$ cat src/rtl/loader_pkg.sv
// Shared constants for the UART program loader: state encodings, sync byte,
// and the baud divisor helper.
package loader_pkg;

  // Loader FSM encodings
  localparam logic [1:0] L_IDLE  = 2'd0;
  localparam logic [1:0] L_LEN   = 2'd1;
  localparam logic [1:0] L_DATA  = 2'd2;
  localparam logic [1:0] L_CHK   = 2'd3;

  // UART receive FSM encodings
  localparam logic [1:0] R_IDLE  = 2'd0;
  localparam logic [1:0] R_START = 2'd1;
  localparam logic [1:0] R_DATA  = 2'd2;
  localparam logic [1:0] R_STOP  = 2'd3;

  // Byte that opens a load frame
  localparam logic [7:0] SYNC_BYTE = 8'hA5;

  // Clocks per UART bit, truncated
  function automatic int unsigned calc_div(input int unsigned clk_hz,
                                           input int unsigned baud);
    calc_div = clk_hz / baud;
  endfunction

endpackage

$ cat src/rtl/uart_rx_byte.sv
// UART byte receiver: two-flop synchronizer, start-bit glitch rejection,
// mid-bit sampling, LSB-first shift, stop-bit check.
// Emits one-cycle byte_valid with rx_byte, or one-cycle frame_err.
module uart_rx_byte
  import loader_pkg::*;
#(
  parameter int unsigned DIV = 16
) (
  input  logic       clk,
  input  logic       rst,
  input  logic       rx,
  output logic [7:0] rx_byte,
  output logic       byte_valid,
  output logic       frame_err
);

  localparam int unsigned      CNT_W     = $clog2(DIV + 1);
  localparam logic [CNT_W-1:0] CNT_ZERO  = {CNT_W{1'b0}};
  localparam logic [CNT_W-1:0] CNT_ONE   = CNT_W'(1);
  localparam logic [CNT_W-1:0] HALF_LAST = CNT_W'(DIV / 2 - 1);
  localparam logic [CNT_W-1:0] FULL_LAST = CNT_W'(DIV - 1);

  logic             rx_meta_q, rx_meta_d;
  logic             rx_sync_q, rx_sync_d;
  logic             rx_prev_q, rx_prev_d;
  logic [1:0]       state_q, state_d;
  logic [CNT_W-1:0] cnt_q, cnt_d;
  logic [2:0]       bit_q, bit_d;
  logic [7:0]       shreg_q, shreg_d;
  logic             byte_valid_q, byte_valid_d;
  logic             frame_err_q, frame_err_d;

  // Next-state: synchronizer chain, baud counting and bit sampling
  always_comb begin
    rx_meta_d    = rx;
    rx_sync_d    = rx_meta_q;
    rx_prev_d    = rx_sync_q;
    state_d      = state_q;
    cnt_d        = cnt_q;
    bit_d        = bit_q;
    shreg_d      = shreg_q;
    byte_valid_d = 1'b0;
    frame_err_d  = 1'b0;
    case (state_q)
      R_IDLE: begin
        cnt_d = CNT_ZERO;
        if (rx_prev_q && !rx_sync_q) begin
          state_d = R_START;
        end else begin
          state_d = R_IDLE;
        end
      end
      R_START: begin
        if (cnt_q == HALF_LAST) begin
          cnt_d = CNT_ZERO;
          bit_d = 3'd0;
          // A line back high at mid start bit was only a glitch
          if (rx_sync_q) begin
            state_d = R_IDLE;
          end else begin
            state_d = R_DATA;
          end
        end else begin
          cnt_d = cnt_q + CNT_ONE;
        end
      end
      R_DATA: begin
        if (cnt_q == FULL_LAST) begin
          cnt_d   = CNT_ZERO;
          shreg_d = {rx_sync_q, shreg_q[7:1]};
          if (bit_q == 3'd7) begin
            state_d = R_STOP;
          end else begin
            bit_d = bit_q + 3'd1;
          end
        end else begin
          cnt_d = cnt_q + CNT_ONE;
        end
      end
      R_STOP: begin
        if (cnt_q == FULL_LAST) begin
          cnt_d   = CNT_ZERO;
          state_d = R_IDLE;
          if (rx_sync_q) begin
            byte_valid_d = 1'b1;
          end else begin
            frame_err_d = 1'b1;
          end
        end else begin
          cnt_d = cnt_q + CNT_ONE;
        end
      end
      default: begin
        state_d = R_IDLE;
        cnt_d   = CNT_ZERO;
      end
    endcase
  end

  // State registers; synchronizer resets to the idle-high line level
  always_ff @(posedge clk) begin
    if (rst) begin
      rx_meta_q    <= 1'b1;
      rx_sync_q    <= 1'b1;
      rx_prev_q    <= 1'b1;
      state_q      <= R_IDLE;
      cnt_q        <= CNT_ZERO;
      bit_q        <= 3'd0;
      shreg_q      <= 8'h00;
      byte_valid_q <= 1'b0;
      frame_err_q  <= 1'b0;
    end else begin
      rx_meta_q    <= rx_meta_d;
      rx_sync_q    <= rx_sync_d;
      rx_prev_q    <= rx_prev_d;
      state_q      <= state_d;
      cnt_q        <= cnt_d;
      bit_q        <= bit_d;
      shreg_q      <= shreg_d;
      byte_valid_q <= byte_valid_d;
      frame_err_q  <= frame_err_d;
    end
  end

  assign rx_byte    = shreg_q;
  assign byte_valid = byte_valid_q;
  assign frame_err  = frame_err_q;

endmodule

$ cat src/rtl/uart_prog_loader.sv
// UART program loader: receives A5 / length / little-endian words and writes
// them into instruction memory while holding the CPU core in reset.
// Optional trailing XOR checksum byte enabled by defining LOADER_CHECKSUM_EN.
module uart_prog_loader
  import loader_pkg::*;
#(
  parameter int unsigned CLK_HZ      = 100000000,
  parameter int unsigned BAUD        = 115200,
  parameter int unsigned ADDR_W      = 6,
  parameter int unsigned TIMEOUT_CYC = 1000000
) (
  input  logic              clk,
  input  logic              rst,
  input  logic              rx,
  output logic              imem_we,
  output logic [ADDR_W-1:0] imem_addr,
  output logic [31:0]       imem_wdata,
  output logic              cpu_hold,
  output logic              done,
  output logic              err
);

  localparam int unsigned      DIV      = calc_div(CLK_HZ, BAUD);
  localparam int unsigned      DEPTH    = 2 ** ADDR_W;
  // Wide enough for both a raw length byte and the full depth
  localparam int unsigned      LEN_W    = (ADDR_W + 1 > 9) ? ADDR_W + 1 : 9;
  localparam int unsigned      TMO_W    = $clog2(TIMEOUT_CYC + 1);
  localparam logic [LEN_W-1:0] DEPTH_L  = LEN_W'(DEPTH);
  localparam logic [TMO_W-1:0] TMO_LAST = TMO_W'(TIMEOUT_CYC - 1);

  logic [7:0]        rx_byte_s;
  logic              byte_valid_s;
  logic              frame_err_s;
  logic [LEN_W-1:0]  len_ext_s;
  logic              abort_s;

  logic [1:0]        state_q, state_d;
  logic              cpu_hold_q, cpu_hold_d;
  logic              done_q, done_d;
  logic              err_q, err_d;
  logic              we_q, we_d;
  logic [ADDR_W-1:0] addr_q, addr_d;
  logic [31:0]       wdata_q, wdata_d;
  logic [LEN_W-1:0]  word_cnt_q, word_cnt_d;
  logic [LEN_W-1:0]  len_q, len_d;
  logic [1:0]        byte_idx_q, byte_idx_d;
  logic [23:0]       asm_q, asm_d;
  logic [TMO_W-1:0]  tmo_q, tmo_d;
`ifdef LOADER_CHECKSUM_EN
  logic [7:0]        xsum_q, xsum_d;
`endif

  uart_rx_byte #(
    .DIV (DIV)
  ) u_rx (
    .clk        (clk),
    .rst        (rst),
    .rx         (rx),
    .rx_byte    (rx_byte_s),
    .byte_valid (byte_valid_s),
    .frame_err  (frame_err_s)
  );

  // A length byte of zero stands for the full memory depth
  assign len_ext_s = (rx_byte_s == 8'h00) ? DEPTH_L : LEN_W'(rx_byte_s);

  // Line faults only matter once a load is in progress
  assign abort_s = (state_q != L_IDLE) &&
                   (frame_err_s || (!byte_valid_s && (tmo_q == TMO_LAST)));

  // Loader next-state: framing, word assembly, memory writes, aborts
  always_comb begin
    state_d    = state_q;
    cpu_hold_d = cpu_hold_q;
    done_d     = done_q;
    err_d      = err_q;
    we_d       = 1'b0;
    addr_d     = addr_q;
    wdata_d    = wdata_q;
    word_cnt_d = word_cnt_q;
    len_d      = len_q;
    byte_idx_d = byte_idx_q;
    asm_d      = asm_q;
`ifdef LOADER_CHECKSUM_EN
    xsum_d     = xsum_q;
`endif

    // Idle gap counter runs only inside a load and restarts on every byte
    if ((state_q == L_IDLE) || byte_valid_s) begin
      tmo_d = {TMO_W{1'b0}};
    end else begin
      tmo_d = tmo_q + TMO_W'(1);
    end

    case (state_q)
      L_IDLE: begin
        if (byte_valid_s && (rx_byte_s == SYNC_BYTE)) begin
          state_d    = L_LEN;
          cpu_hold_d = 1'b1;
          done_d     = 1'b0;
          err_d      = 1'b0;
          word_cnt_d = {LEN_W{1'b0}};
          byte_idx_d = 2'd0;
`ifdef LOADER_CHECKSUM_EN
          xsum_d     = 8'h00;
`endif
        end else begin
          state_d = L_IDLE;
        end
      end
      L_LEN: begin
        if (byte_valid_s) begin
          if (len_ext_s > DEPTH_L) begin
            err_d      = 1'b1;
            cpu_hold_d = 1'b0;
            state_d    = L_IDLE;
          end else begin
            len_d   = len_ext_s;
            state_d = L_DATA;
          end
        end else begin
          state_d = L_LEN;
        end
      end
      L_DATA: begin
        // Finish the cycle after the last write so hold drops one cycle later
        if (we_q && (word_cnt_q == len_q)) begin
`ifdef LOADER_CHECKSUM_EN
          state_d    = L_CHK;
`else
          state_d    = L_IDLE;
          done_d     = 1'b1;
          cpu_hold_d = 1'b0;
`endif
        end else if (byte_valid_s) begin
`ifdef LOADER_CHECKSUM_EN
          xsum_d = xsum_q ^ rx_byte_s;
`endif
          byte_idx_d = byte_idx_q + 2'd1;
          if (byte_idx_q == 2'd3) begin
            we_d       = 1'b1;
            addr_d     = word_cnt_q[ADDR_W-1:0];
            wdata_d    = {rx_byte_s, asm_q};
            word_cnt_d = word_cnt_q + LEN_W'(1);
          end else begin
            asm_d = {rx_byte_s, asm_q[23:8]};
          end
        end else begin
          state_d = L_DATA;
        end
      end
      L_CHK: begin
`ifdef LOADER_CHECKSUM_EN
        if (byte_valid_s) begin
          if (rx_byte_s == xsum_q) begin
            done_d = 1'b1;
          end else begin
            err_d = 1'b1;
          end
          cpu_hold_d = 1'b0;
          state_d    = L_IDLE;
        end else begin
          state_d = L_CHK;
        end
`else
        state_d = L_IDLE;
`endif
      end
      default: begin
        state_d    = L_IDLE;
        cpu_hold_d = 1'b0;
      end
    endcase

    if (abort_s) begin
      state_d    = L_IDLE;
      err_d      = 1'b1;
      cpu_hold_d = 1'b0;
    end else begin
      err_d = err_d;
    end
  end

  // Loader registers, all outputs driven straight from flops
  always_ff @(posedge clk) begin
    if (rst) begin
      state_q    <= L_IDLE;
      cpu_hold_q <= 1'b0;
      done_q     <= 1'b0;
      err_q      <= 1'b0;
      we_q       <= 1'b0;
      addr_q     <= {ADDR_W{1'b0}};
      wdata_q    <= 32'h0000_0000;
      word_cnt_q <= {LEN_W{1'b0}};
      len_q      <= {LEN_W{1'b0}};
      byte_idx_q <= 2'd0;
      asm_q      <= 24'h00_0000;
      tmo_q      <= {TMO_W{1'b0}};
`ifdef LOADER_CHECKSUM_EN
      xsum_q     <= 8'h00;
`endif
    end else begin
      state_q    <= state_d;
      cpu_hold_q <= cpu_hold_d;
      done_q     <= done_d;
      err_q      <= err_d;
      we_q       <= we_d;
      addr_q     <= addr_d;
      wdata_q    <= wdata_d;
      word_cnt_q <= word_cnt_d;
      len_q      <= len_d;
      byte_idx_q <= byte_idx_d;
      asm_q      <= asm_d;
      tmo_q      <= tmo_d;
`ifdef LOADER_CHECKSUM_EN
      xsum_q     <= xsum_d;
`endif
    end
  end

  assign imem_we    = we_q;
  assign imem_addr  = addr_q;
  assign imem_wdata = wdata_q;
  assign cpu_hold   = cpu_hold_q;
  assign done       = done_q;
  assign err        = err_q;

endmodule

$ cat config.mk
export PLATFORM = sky130hd
export DESIGN_NAME = uart_prog_loader
export DESIGN_NICKNAME = d
export VERILOG_FILES = /design/src/rtl/loader_pkg.sv /design/src/rtl/uart_rx_byte.sv /design/src/rtl/uart_prog_loader.sv
export SDC_FILE = /design/constraint.sdc
export NUM_CORES = 1
export LEC_CHECK = 0
export ABC_AREA = 1
export BUFFER_PORTS_ARGS = -buffer_cell sky130_fd_sc_hd__buf_4
export CELL_PAD_IN_SITES_DETAIL_PLACEMENT = 1
export CELL_PAD_IN_SITES_GLOBAL_PLACEMENT = 2
export CORE_ASPECT_RATIO = 0.6
export CORE_UTILIZATION = 38
export CTS_CLUSTER_DIAMETER = 60
export DETAILED_ROUTE_END_ITERATION = 8
export PLACE_DENSITY_LB_ADDON = 0.15
export RECOVER_POWER = 25
export SYNTH_ARGS = -nofsm -noshare
export SYNTH_HDL_FRONTEND = slang
export SYNTH_SLANG_ARGS = --single-unit
$ cat constraint.sdc
create_clock -name clk -period 5 [get_ports clk]
set_input_delay 0.25 -clock clk [delete_from_list [all_inputs] [get_ports clk]]
set_output_delay 0.25 -clock clk [all_outputs]
set_load 0.02 [all_outputs]
### Word-level counts from Yosys, hierarchy flattened

Cells that the tools add are included.

| word-level totals | value |
|---|---|
| input bits | 3 |
| flip-flop bits (word level) | 136 |

| operators by class | value |
|---|---|
| muxes and demuxes | 45 |
| equal/unequal tests | 29 |
| bitwise operators | 7 |
| $lt $le $gt $ge | 1 |
| $add $sub $neg | 5 |
| reduce and logical (&&, ||, !) cells | 33 |

Operators by type and width:

| cell | number |
|---|---|
| 9-bit two-way mux | 4 |
| 10-bit one-hot mux with 3 select lines | 1 |
| 2-bit two-way mux | 12 |
| 4-bit AND reduction | 6 |
| 20-bit by 1-bit adder with 20-bit output, second input constant | 1 |
| 20-bit equality test, second input constant | 1 |
| 10-bit two-way mux | 2 |
| 9-bit one-hot mux with 2 select lines | 1 |
| 2-bit one-hot mux with 4 select lines | 2 |
| 1-bit two-way mux | 14 |
| 2-bit by 1-bit inequality test with 1-bit output, second input constant | 7 |
| 10-bit by 1-bit adder with 10-bit output, second input constant | 1 |
| 10-bit equality test, second input constant | 1 |
| 10-bit by 9-bit equality test with 1-bit output, second input constant | 1 |
| 2-bit equality test, second input constant | 5 |
| 2-bit inequality test, second input constant | 5 |
| 5-bit AND reduction | 2 |
| 9-bit by 1-bit adder with 9-bit output, second input constant | 1 |
| 9-bit equality test | 1 |
| 3-bit two-way mux | 3 |
| 8-bit equality test, second input constant | 1 |
| 8-bit by 7-bit greater-than comparator with 1-bit output, second input constant | 1 |
| 8-bit logical NOT | 1 |
| 8-bit two-way mux | 1 |
| 22 further kinds | 45 |

### Logic depth before layout (Yosys ltp)

Gate-level depths: netlist of the first run.

| depth | value |
|---|---|
| depth in word-level cells | 7 |
| gate-level depth with buffers | 13 |
| gate-level depth less buffers | 11 |

### By module

Synthesis of the first run repeated with hierarchy kept, for this count alone.

| unflattened totals | value |
|---|---|
| cells, all modules | 1,067 |
| area total of the unflattened synthesis | 7,001.7 um^2 |

By module, submodules not included:

| module | sequential area each (um^2) | area each (um^2) | instances | cells an instance |
|---|---|---|---|---|
| uart_prog_loader | 2,142.1 | 5,750.5 | 1 | 897 |
| uart_rx_byte | 560.5 | 1,251.2 | 1 | 170 |

### Worst setup path after synthesis of the first run

OpenSTA, ideal clock, no wires.

| timing path | value |
|---|---|
| path type | register to register |
| start point | reg state_q[0] |
| end point | reg byte_idx_q[1] |
| buffers on the path | 2 |
| clock period less this slack | 1.634 ns |
| required time | 4.885 ns |
| cell stages (with the launch flop) | 8 |
| setup slack | 3.366 ns |
| data arrival time | 1.519 ns |
| cells stage by stage | dfxtp_1 -> inv_1 -> ha_1 -> buf_1 -> nand4_2 -> buf_2 -> a21oi_1 -> nor2_1 |

| between the ends | value |
|---|---|
| word-level cells in the longest chain between the ends | 3 |
| elaborated cells between the ends (all ways) | 8 |

RTL lines:

| item | line | source |
|---|---|---|
| from (decl) | uart_prog_loader.sv:37 | `logic [1:0] state_q, state_d;` |
| from (signal assigned) | uart_prog_loader.sv:203 | `state_q <= state_d;` |
| 2-bit equality test or 2-bit logical NOT (tied branches) | uart_prog_loader.sv:95 | `case (state_q)` |
| 2-bit by 1-bit inequality test with 1-bit output (no line) (tied with other cells) | n/a |  |
| 4-bit AND reduction (no line) | n/a |  |
| to (signal assigned) | uart_prog_loader.sv:212 | `byte_idx_q <= byte_idx_d;` |
| to (decl) | uart_prog_loader.sv:46 | `logic [1:0] byte_idx_q, byte_idx_d;` |

Several ways; a longest one is shown, not always the timed one.
A chain may end at the register's enable or synchronous reset.

### Worst setup path after layout of the first run

| timing path | value |
|---|---|
| start point | reg byte_idx_q[0] |
| end point | reg wdata_q[2], in the netlist imem_wdata[2] |

| between the ends | value |
|---|---|
| word-level cells in the longest chain between the ends | 2 |

RTL lines:

| item | line | source |
|---|---|---|
| 2-bit equality test | uart_prog_loader.sv:140 | `if (byte_idx_q == 2'd3) begin` |
| 4-bit AND reduction (no line) | n/a |  |
| to (signal assigned) | uart_prog_loader.sv:209 | `wdata_q <= wdata_d;` |
| to (decl) | uart_prog_loader.sv:43 | `logic [31:0] wdata_q, wdata_d;` |

No other way between the ends.

==> results_dict.tcl, run 1 <==
set metrics [dict create \
    status "finished, final reports clean" \
    synth_area_mm2 0.00613 \
    hold_start "u_rx.rx_meta_q$_SDFF_PP1_" \
    synth_top_area_share_pct 44.1 \
    hold_depth 1 \
    cts_tree "yes" \
    drt_pass1_iterations 4 \
    wl_per_cell_um 16.7 \
    dpl.hpwl_um 12100 \
    reg2regPathDepth 6 \
    pwr_density_cell_mw_per_mm2 362 \
    track_usage_pct 22.5 \
    core_area_mm2 0.0155 \
    h-tree-depth 4 \
    cts_buffers 17 \
    cts.clk_slew.worst_paths_ps 60 \
    synthTopCellsByCount "168 x nand2_1, 135 x dfxtp_1, 97 x a21oi_1" \
    n_antenna_cell 0 \
    worstMarginPinSlew_ps 1300 \
    fin_crit_ps 3100 \
    final_nets 857 \
    synth_area_leaders "dfxtp_1 44%, nand2_1 10%, a21oi_1 7.9%" \
    die_h_um 100 \
    antenna_found_initial 0 \
    dieArea_mm2 0.0167 \
    ys.flop_type "dfxtp_1" \
    numClockSinks 135 \
    worstPathMaxFanout 39 \
    worst_ir_drop_vdd_mv 0.179 \
    cts_buffer_depth 2 \
    min_path_type "flop to flop" \
    wl_um 17700 \
    first_iter_violations 363 \
    hold_end "u_rx.rx_prev_d$_SDFF_PP1_" \
    post-place-cells 1025 \
    synth_nets 837 \
    rsz0062_at_grt "false" \
    synth_cells 822 \
    cp-start-kind "flop" \
    hold_violations 0 \
    finClkSkew_ps 10.9 \
    min_period_over_period_pct 62.0 \
    num_rows 35 \
    synth-seq-area-share_pct 44.1 \
    vias 5623 \
    fin_cells 1057 \
    grt_start_max_net_pins 82 \
    die_w_um 166 \
    num_io_pins 45 \
    fin_setup_tns_ps 0 \
    drive_above_1_share_pct 8.20 \
    ys_seq_elements 135 \
    ctsResizeCount 0 \
    cp.arrival_ps 3370 \
    clock.fmax_mhz 323 \
    grt_pass1_vias 5730 \
    slew-limit-headroom_pct 13.5 \
    drc_errors 0 \
    globalplace.congestion 0.809 \
    async_reset_ff_share_pct 0 \
    nFillCells 1938 \
    overflow 0 \
    required_ps 5270 \
    ys_warn_count 0 \
    viasPerCell 5.32 \
    setup_viol 0 \
    syn_avg_cell_area_um2 7.46 \
    yosys.cell_types.count 38 \
    worstSetupPathType "flop to flop" \
    start_util_pct 39.4 \
    p_leak_uw 0.00247 \
    reg2reg_from "byte_idx_q[0]$_SDFFE_PP0P_" \
    grt_pass1_wl_um 29500 \
    synth.most_common_cell "nand2_1" \
    max_cap_viol_count 0 \
    synth_edf_count 0 \
    endpoint_kind "flop" \
    r2r_slack_ps 1900 \
    yosys.area.top_type "dfxtp_1" \
    antenna_left 0 \
    r2r_end "imem_wdata[2]$_SDFFE_PP0P_" \
    cts_root_buffer "clkbuf_16" \
    area_delta_synth_final_pct 14.1 \
    clk_latency_ps 430 \
    io_buffers 44 \
    post_cts_buffers 0 \
    slew_violations 0 \
]
-- where the power goes --
part	internal, µW	switching (µW)
combinational	8.36	24.1
sequential	1080	2.49
clock	892	524
total	1980	550
-- final cells by class --
type                       instances  area (µm²)  area share [%]
inverter                          77         289            4.13
tap                              203         254            3.63
clock buffer                      18         429            6.14
timing repair buffer              46         190            2.72
multi-input combinational        565        2910            41.6
clock inverter                    13         220            3.15
sequential                       135        2700            38.7
-- flip-flops by register name, indices dropped and copies added (netlist names), 2 cells and up, named ones only --
| signal | flops |
|---|---|
| byte_idx_q | 2 |
| word_cnt_q | 9 |
| u_rx.rx_byte | 8 |
| u_rx.cnt_q | 10 |
| u_rx.bit_q | 3 |
| len_q | 8 |
| imem_wdata | 32 |
| imem_addr | 6 |
| tmo_q | 20 |
| state_q | 2 |
| asm_q | 24 |
-- through the flow --
step / hold slack (ps) / utilization, % / total power [µW] / setup slack (ps) / area [µm²]
2_1_floorplan: 354 / - / 1130 / 3370 / 6130
3_3_place_gp: 395 / 41.7 / 1140 / 2040 / 6490
3_5_place_dp: 397 / 41.7 / 1140 / 1950 / 6490
4_1_cts: 411 / 46.0 / 2550 / 1950 / 7150
5_1_grt: 427 / 45.0 / 2600 / 1630 / 6990
6_report: 409 / 45.0 / 2530 / 1900 / 6990
-- worst max-delay path by stage --
| stage | from | end | depth (start not counted) |
|---|---|---|---|
| after floorplan | state_q[0]$_SDFFE_PP0P_ | byte_idx_q[1]$_SDFFE_PP0P_ | 7 |
| after global placement | state_q[0]$_SDFFE_PP0P_ | asm_q[12]$_SDFFE_PP0P_ | 8 |
| after detailed placement | byte_idx_q[0]$_SDFFE_PP0P_ | imem_wdata[2]$_SDFFE_PP0P_ | 6 |
| after CTS | state_q[0]$_SDFFE_PP0P_ | asm_q[2]$_SDFFE_PP0P_ | 8 |
| after global routing | byte_idx_q[0]$_SDFFE_PP0P_ | imem_wdata[2]$_SDFFE_PP0P_ | 6 |
| final | byte_idx_q[0]$_SDFFE_PP0P_ | imem_wdata[2]$_SDFFE_PP0P_ | 6 |
-- cell families after synthesis --
logic type	synth area share (%)
buffers and inverters	8.53
AOI/OAI and AO/OA	12.2
DFF	44.1
adders and majority gates	2.45
xor gates and xnor gates	2.00
and+or+nand+nor	30.7
-- placed cells by master, fill, tap and decap left out, drive strengths merged --
cell	instances
a31oi	1
xnor2	3
buf	3
xor2	11
nor2	71
o211ai	1
nand4	75
and3	1
dfxtp	135
inv	79
nand3	51
clkbuf	60
dlygate4sd3	1
nor3	14
a21oi	108
a21boi	3
ha	12
a211oi	1
nand2	179
clkinv	6
or2	2
o21ai	25
bufinv	5
nor4	2
nand3b	3
nor3b	2
-- per-layer routing --
layer  part of all wire [%]  track usage [%]
met5                      0                0
met4                    1.4             8.34
met3                    3.6             5.01
met2                     42             33.1
met1                     53             32.1
-- worst max-delay path, cell delays in order (launching register included) --
cell and delay, ps:
dfxtp_1 350, ha_1 210, nand2_1 70, inv_1 940, nand3_2 960, nand2_1 300
a21oi_1 100
-- repair_timing --
item	4_1_cts	5_1_grt
setup endpoints to repair	0	0
endpoints found under the hold margin	1	0
hold buffers	1	0
No activity file was read; power rests on OpenSTA's default activity.
==> inputs of run 2 (changes only) <==
Settings changed: CORE_UTILIZATION 38 to 35.
Clock period 5 ns to 3.25 ns, I/O delays scaled along.
==> results_dict.tcl, run 2 (synthesis gave the netlist of run 1 again) <==
set metrics [dict create \
    slew-limit-headroom_pct 5.71 \
    wl_um 18200 \
    vias 5603 \
    clock.fmax_mhz 399 \
    cts_tree "yes" \
    grt_use_met3_pct 4.79 \
    fin_crit_ps 2510 \
    antenna_found_initial 0 \
    cts_buffer_depth 2 \
    cts_buffers 17 \
    pwr_density_cell_mw_per_mm2 540 \
    wl_per_cell_um 16.6 \
    max_stage_delay_ps 510 \
    num_io_pins 45 \
    p_leak_uw 0.00249 \
    crit_chain "inv_1, ha_2, nor2_1, a21oi_1, nand2_1, nor2_2, nand2_1, nand2_1, a21oi_1" \
    first_iter_violations 302 \
    status "finished, final reports clean" \
    worstPathMaxFanout 20 \
    io_buffers 44 \
    worstSetupPathType "flop to flop" \
    dieArea_mm2 0.0181 \
    worst_ir_drop_vdd_mv 0.387 \
    globalplace.congestion 0.783 \
    hold_depth 1 \
    numClockSinks 135 \
    crit_family "simple AND/OR/NAND/NOR gates" \
    drive_above_1_share_pct 8.82 \
    area_delta_synth_final_pct 15.3 \
    grt_pass1_wl_um 30400 \
    cp.arrival_ps 2750 \
    hold_violations 0 \
    num_rows 37 \
    min_path_type "flop to flop" \
    busiest_layer "met1" \
    clk_latency_ps 420 \
    die_w_um 173 \
    endpoint_kind "flop" \
    reg2regPathDepth 9 \
    start_util_pct 35.8 \
    post-place-cells 1063 \
    die_h_um 105 \
    slew_violations 0 \
    fin_cells 1096 \
    worstMarginPinSlew_ps 1410 \
    overflow 0 \
    final_common_cell "nand2_1" \
    cp_slowest_cell "ha_2" \
    min_period_over_period_pct 77.1 \
    finClkSkew_ps 8.83 \
    rsz0062_at_grt "false" \
    n_antenna_cell 0 \
    hold_end "u_rx.rx_prev_d$_SDFF_PP1_" \
    grt_start_max_net_pins 63 \
    crit_top_cell "nand2_1" \
    antenna_left 0 \
    cp-start-kind "flop" \
    grt_pass1_vias 5729 \
    gr-usage-met1_pct 31.8 \
    fin_setup_tns_ps 0 \
    cts.clk_slew.worst_paths_ps 60 \
    track_usage_pct 21.4 \
    nFillCells 2151 \
    h-tree-depth 4 \
    required_ps 3490 \
    path_buf_inv 1 \
    final_cell_mix "168 x nand2_1, 135 x dfxtp_1, 97 x a21oi_1, 74 x nand4_1, 71 x inv_1" \
    grtUsageMet2_pct 30.7 \
    drc_errors 0 \
    core_area_mm2 0.0171 \
    max_cap_viol_count 0 \
    drt_pass1_iterations 5 \
    hold_start "u_rx.rx_meta_q$_SDFF_PP1_" \
    cts_root_buffer "clkbuf_16" \
    largest_reg_flops 32 \
    dpl.hpwl_um 12700 \
    viasPerCell 5.11 \
    final_nets 864 \
    r2r_slack_ps 740 \
    reg2reg_from "state_q[0]$_SDFFE_PP0P_" \
    setup_viol 0 \
    r2r_end "word_cnt_q[0]$_SDFFE_PP0P_" \
]
-- run 2: changes by cell type in the layout (fill, tap and decap cells not counted), sizes merged --
cell      previous run  this run
clkbuf              60        67
buf                  3         9
inv                 79        75
bufinv               5         4
clkinvlp             0         1
clkinv               6         5
-- run 2: what timing repair did --
action | 4_1_cts | 5_1_grt
hold buffers | 1 | 0
buffers inserted | 0 | 0
setup endpoints to repair | 0 | 0
resized for setup | 0 | 0
hold endpoints to repair | 1 | 0
-- run 2: area by class of cell --
cell class	count	area, µm²	share of cell area, %
multi-input cells	565	2910	41.1
clock buffers	24	492	6.96
repair buffers	53	240	3.40
clock inverters	8	143	2.02
flip-flops and latches	135	2700	38.3
inverters	77	289	4.09
well taps	234	293	4.14
-- run 2: per-layer routing --
layer / wire [µm] / up-vias / share of wire [%]
li1: - / 2805 / -
met1: 9960 / 2737 / 55
met2: 7680 / 59 / 42
met3: 537 / 2 / 2.9
met4: 54 / 0 / 0.30
met5: 0 / - / 0
-- run 2: power by group --
part,switching (µW),total (µW),internal [µW]
combinational,40.7,54.6,13.9
sequential,3.86,1660,1660
clock,731,2090,1360
-- run 2: worst register-to-register path, stage by stage (launching register included) --
cell and delay (ps):
dfxtp_1 340, inv_1 140, ha_2 510, nor2_1 130, a21oi_1 140, nand2_1 110, nor2_2 430, nand2_1 330
nand2_1 140, a21oi_1 70
-- run 2: stage by stage --
| stage | worst slack [ps] | instance area [µm²] | util [%] | hold slack (ps) | power [µW] |
|---|---|---|---|---|---|
| 2_1_floorplan | 1620 | 6130 | - | 266 | 1740 |
| 3_3_place_gp | 898 | 6580 | 38.4 | 349 | 1750 |
| 3_5_place_dp | 802 | 6580 | 38.4 | 352 | 1750 |
| 4_1_cts | 768 | 7230 | 42.2 | 99.2 | 3860 |
| 5_1_grt | 496 | 7070 | 41.2 | 427 | 3950 |
| 6_report | 745 | 7070 | 41.2 | 416 | 3810 |
-- run 2: worst max-delay path by stage --
stage / from / to / slack (ps) / cells past startpoint
floorplan: state_q[0]$_SDFFE_PP0P_ / byte_idx_q[1]$_SDFFE_PP0P_ / 1620 / 7
global placement: state_q[0]$_SDFFE_PP0P_ / word_cnt_q[4]$_SDFFE_PP0P_ / 900 / 9
detailed placement: state_q[0]$_SDFFE_PP0P_ / word_cnt_q[0]$_SDFFE_PP0P_ / 800 / 9
CTS: state_q[0]$_SDFFE_PP0P_ / word_cnt_q[0]$_SDFFE_PP0P_ / 770 / 9
global route: state_q[0]$_SDFFE_PP0P_ / word_cnt_q[3]$_SDFFE_PP0P_ / 500 / 9
finish: state_q[0]$_SDFFE_PP0P_ / word_cnt_q[0]$_SDFFE_PP0P_ / 740 / 9
